### src/rtl/imm_extend_pipe.sv
// Immediate extender (zero / sign / sign-shift / upper placement) behind a 1-cycle
// valid/ready stage with a 2-entry output buffer. Optional Ovf output under IMM_EXT_OVF_EN.
module imm_extend_pipe #(
    parameter int IMM_W = 2,
    parameter int OUT_W = 8,
    parameter int SHIFT = 1
) (
    input  logic             clk,
    input  logic             reset_n,
    input  logic             In_valid,
    output logic             In_ready,
    input  logic [IMM_W-1:0] Imm,
    input  logic [1:0]       Mode,
    output logic             Out_valid,
    input  logic             Out_ready,
    output logic [OUT_W-1:0] Output
`ifdef IMM_EXT_OVF_EN
    ,
    output logic             Ovf
`endif
);

    localparam logic [1:0] EMPTY = 2'b00;
    localparam logic [1:0] ONE   = 2'b01;
    localparam logic [1:0] FULL  = 2'b10;

    logic [1:0]       state, state_nxt;
    logic [OUT_W-1:0] main_q, skid_q;
    logic             in_ready_q;
    logic             xfer_in, xfer_out;
    logic             load_main_new, load_main_skid, load_skid;

    logic [OUT_W-1:0] ext_zero, ext_sign, ext_shl, ext_upper, result;

    always_comb begin
        ext_zero               = '0;
        ext_zero[IMM_W-1:0]    = Imm;
        ext_sign               = {OUT_W{Imm[IMM_W-1]}};
        ext_sign[IMM_W-1:0]    = Imm;
        ext_shl                = ext_sign << SHIFT;
        ext_upper              = '0;
        ext_upper[OUT_W-1 -: IMM_W] = Imm;
        case (Mode)
            2'b00:   result = ext_zero;
            2'b01:   result = ext_sign;
            2'b10:   result = ext_shl;
            default: result = ext_upper;
        endcase
    end

`ifdef IMM_EXT_OVF_EN
    logic [SHIFT:0] ovf_top;
    logic           ovf_res, main_ovf, skid_ovf;

    // Shifting out bits that differ from the new sign bit changes the value.
    always_comb begin
        ovf_top = ext_sign[OUT_W-1 -: SHIFT+1];
        ovf_res = (Mode == 2'b10) && !((&ovf_top) || !(|ovf_top));
    end
`endif

    assign Out_valid = (state != EMPTY);
    assign In_ready  = in_ready_q;
    assign Output    = main_q;
    assign xfer_in   = In_valid && in_ready_q;
    assign xfer_out  = Out_valid && Out_ready;

    always_comb begin
        state_nxt = state;
        case (state)
            EMPTY: if (xfer_in) state_nxt = ONE;
            ONE: begin
                if (xfer_in && !xfer_out)      state_nxt = FULL;
                else if (!xfer_in && xfer_out) state_nxt = EMPTY;
            end
            FULL:  if (xfer_out) state_nxt = ONE;
            default: state_nxt = EMPTY;
        endcase
    end

    always_comb begin
        load_main_new  = (state == EMPTY && xfer_in) || (state == ONE && xfer_in && xfer_out);
        load_main_skid = (state == FULL) && xfer_out;
        load_skid      = (state == ONE) && xfer_in && !xfer_out;
    end

    // In_ready is registered from the next state so Out_ready never reaches it combinationally.
    always_ff @(posedge clk or negedge reset_n) begin
        if (!reset_n) begin
            state      <= EMPTY;
            in_ready_q <= 1'b0;
            main_q     <= '0;
            skid_q     <= '0;
        end else begin
            state      <= state_nxt;
            in_ready_q <= (state_nxt != FULL);
            if (load_main_new)       main_q <= result;
            else if (load_main_skid) main_q <= skid_q;
            if (load_skid)           skid_q <= result;
        end
    end

`ifdef IMM_EXT_OVF_EN
    always_ff @(posedge clk or negedge reset_n) begin
        if (!reset_n) begin
            main_ovf <= 1'b0;
            skid_ovf <= 1'b0;
        end else begin
            if (load_main_new)       main_ovf <= ovf_res;
            else if (load_main_skid) main_ovf <= skid_ovf;
            if (load_skid)           skid_ovf <= ovf_res;
        end
    end

    assign Ovf = main_ovf;
`endif

endmodule

### config.mk
export PLATFORM = sky130hd
export DESIGN_NAME = imm_extend_pipe
export DESIGN_NICKNAME = d
export VERILOG_FILES = /design/src/rtl/imm_extend_pipe.sv
export SDC_FILE = /design/constraint.sdc
export NUM_CORES = 1
export LEC_CHECK = 0
export CAP_MARGIN = 30
export CORE_UTILIZATION = 45
export DETAILED_ROUTE_END_ITERATION = 8
export PLACE_DENSITY = 0.85
export SLEW_MARGIN = 20
export SYNTH_ARGS = -nofsm -noshare
export SYNTH_HDL_FRONTEND = slang
export SYNTH_SLANG_ARGS = --single-unit
### constraint.sdc
create_clock -name clk -period 1.5 [get_ports clk]
set_input_delay 0.45 -clock clk [delete_from_list [all_inputs] [get_ports clk]]
set_output_delay 0.45 -clock clk [all_outputs]
set_load 0.01 [all_outputs]
==> flow_metrics.py <==
metrics = {
    "yosys": {
        "synth-simple-area-share_pct": 17.33,
        "synth_top_family_by_area": "compound AO/OA/AOI/OAI gates",
        "synth_fa_ha_area_share_pct": 0,
        "synth-xor-area-share_pct": 1.155,
        "synth_nets": 84,
        "yosysSeqAreaShare_pct": 42.90,
        "syn_area_sq_um": 758.2,
        "synth.area.mux_share_pct": 5.611,
        "synth_area_leaders": "dfrtp_1 43%, a31oi_1 3.3%, o21ai_0 3.3%",
        "synth-compound-area-share_pct": 24.09,
        "yosysTopAreaCellShare_pct": 42.90,
        "ys_ff_latch": 13,
        "yosys.cell_types.count": 33,
        "yosysTopAreaCell": "dfrtp_1",
        "synthCells": 76,
        "syn-mean-instance-area_sq_um": 9.977,
        "ys_warn_count": 0,
    },
    "clock_tree": {
        "clk_latency_ps": 280,
        "cts_sinks": 13,
        "ctsLongestPathBuffers": 2,
        "clk_pin_slew_worst_paths_ps": 90,
        "cts_tree": "done",
        "clockRootBuffer": "clkbuf_4",
        "cts-buffers-inserted": 3,
        "htree_levels": 1,
    },
    "global_routing": {
        "grtUsageMet1_pct": 32.43,
        "top_usage_layer": "met2",
        "grt_pass1_wl_um": 3443,
        "gr-usage-met3_pct": 4.255,
        "gr-total-overflow": 0,
        "grt_max_degree": 14,
        "grt_pass1_vias": 756,
        "grtUsageTotal_pct": 24.87,
        "antenna_found_initial": 0,
        "grt_use_met2_pct": 41.52,
    },
    "power_and_ir_drop": {
        "seqPwrFrac_pct": 34.4,
        "p_leak_nw": 0.4994,
        "switchingPower_w": 0.0006516,
        "vdd_ir_drop_max_v": 0.0009053,
        "power.internal_w": 0.001087,
        "power.density_nw_per_um2": 1623,
        "clock_power_share_pct": 13.3,
        "comb_power_share_pct": 52.3,
        "switching_share_pct": 37.47,
    },
    "floorplanning": {
        "die_h_um": 43.05,
        "fp.dieW_um": 43.05,
        "design.core.area_sq_um": 1541,
        "rows": 14,
        "start_util_pct": 49.19,
        "io_pins": 18,
        "die_area_sq_um": 1853,
    },
    "placement": {
        "gp_congestion": 0.8548,
        "dp.cells": 116,
        "io_buffers": 17,
        "place_hpwl_um": 1321,
    },
    "layout": {
        "ff_latch_area_sq_um": 325.3,
        "final_common_cell": "buf_4",
        "stdcell_count": 125,
        "areaGrowthSynthToFinish_pct": 41.25,
        "mostFrequentLayoutCells": "20 x buf_4, 13 x dfrtp_1, 8 x dlygate4sd2_1",
        "layout-drive-gt1-share_pct": 33.94,
        "multi_input_comb_area_sq_um": 392.9,
        "antenna_cells": 0,
        "nFillCells": 122,
        "nets": 118,
    },
    "timing": {
        "setup_viol": 0,
        "tns_ps": 0,
        "post-route-min-period_ps": 1482,
        "hold_violations": 0,
        "max_freq_mhz": 674.8,
        "max-slew-margin-rel_pct": 85.18,
        "worstMarginPinSlew_ps": 216.1,
        "rsz0062_at_grt": "yes",
        "period_share_pct": 98.79,
        "slew_violations": 0,
        "fin_skew_ps": 4.444,
    },
    "worst_setup_path": {
        "worstPathMaxFanout": 2,
        "crit_path_end": "Out_valid",
        "worst_r2r_endpoint": "skid_q[7]",
        "critical_path_arrival_ps": 1030,
        "crit_path_start_kind": "register",
        "end_kind": "output port",
        "r2r_slack_ps": 40,
        "crit_start": "state[1]",
        "worst_ep_required_time_ps": 1050,
        "worstSetupPathType": "register to output port",
        "reg2reg_depth": 4,
        "rr_startpoint": "state[1]",
    },
    "detailed_routing": {
        "antenna_left": 0,
        "wl_um": 1950,
        "vias": 746,
        "avgRoutedWirePerCell_um": 15.60,
        "via_per_inst": 5.968,
        "drc_errors": 0,
        "drt_iter0_drc": 11,
        "dr.pass1.iters": 5,
    },
    "outcome": {
        "status": "completed",
    },
    "worst_hold_path": {
        "min_path_type": "primary input to asynchronous set/reset pin",
    },
    "job": {
        "drv_cap": 0,
    },
}
## through the flow
step | power, W | setup WS, ps | util, % | area [sq um] | hold slack (ps)
6_report | 0.001739 | 18.12 | 69.48 | 1071 | 459.6
3_5_place_dp | 0.001479 | -383.7 | 64.94 | 1001 | 491.2
5_1_grt | 0.001858 | -20.99 | 69.48 | 1071 | 484.1
3_3_place_gp | 0.001442 | -335.2 | 64.94 | 1001 | 482.8
4_1_cts | 0.001715 | -23.25 | 69.48 | 1071 | 469.9
2_1_floorplan | 0.001090 | 154.3 | - | 758.2 | 154.4
## power by group through the flow
stage / clock network (W) / registers [W] / logic [W]
6_report: 0.000231 / 0.000598 / 0.000909
2_1_floorplan: 0 / 0.000640 / 0.000450
3_5_place_dp: 0 / 0.000611 / 0.000868
4_1_cts: 0.000229 / 0.000591 / 0.000896
5_1_grt: 0.000255 / 0.000612 / 0.000992
3_3_place_gp: 0 / 0.000604 / 0.000838
## timing repair
action,4_1_cts,5_1_grt
setup endpoints to repair,17,9
gates cloned,0,0
hold buffers,0,0
setup buffers,5,0
gates resized for setup,22,9
pin swaps,4,2
## flip-flops by register name, indices dropped and copies added (netlist names)
signal	flops
Output	5
In_ready	1
state	2
skid_q	5
## how the worst min path moves through the flow
stage	end	cells after the start
after floorplan	In_ready	0
after global placement	skid_q[6]	1
after detailed placement	skid_q[0]	1
after CTS	skid_q[7]	2
after global routing	skid_q[6]	2
final	skid_q[7]	2
## layout make-up
cell class                 instances  area share, %
inverter                           2         0.7009
multi-input combinational         53          36.68
sequential                        13          30.37
clock buffer                       4          2.453
tap                               16          1.869
timing repair buffer              37          27.92
## synthesized netlist by cell type
master / count
a211oi_1: 3
a21o_1: 1
a21oi_1: 4
a22o_1: 2
a31oi_1: 4
and3b_1: 1
and3b_2: 1
buf_2: 2
buf_4: 3
buf_6: 2
clkbuf_2: 1
dfrtp_1: 13
inv_1: 2
mux2_2: 2
mux2i_1: 2
nand2_1: 3
nand2b_1: 2
nand3_1: 3
nand3b_1: 3
nand4_1: 2
nand4b_1: 1
nor2_1: 1
nor2b_1: 2
o2111a_1: 1
o2111ai_1: 2
o211ai_1: 1
o21a_1: 2
o21ai_0: 5
o22ai_1: 1
o31ai_1: 1
or2_2: 1
or2b_1: 1
xor2_1: 1
## worst max-delay path: stages (launching register included)
cell	delay, ps
dfrtp_1	390
or2_4	250
buf_6	120
## kinds of logic (layout without fill, tap and decap cells)
kind of cell           Yosys count  after routing
buffers and inverters           10             43
flip-flops                      13             13
XOR/XNOR                         1              1
AND/OR/NAND/NOR                 21             21
multiplexers                     4              4
AO/OA/AOI/OAI                   27             27
## routing by layer
layer,routed length (um),share of wire [%]
met1,852,44
met2,987,51
met3,82,4.2
met4,27,1.4
met5,0,0
Power figures use the tool's default switching activity.
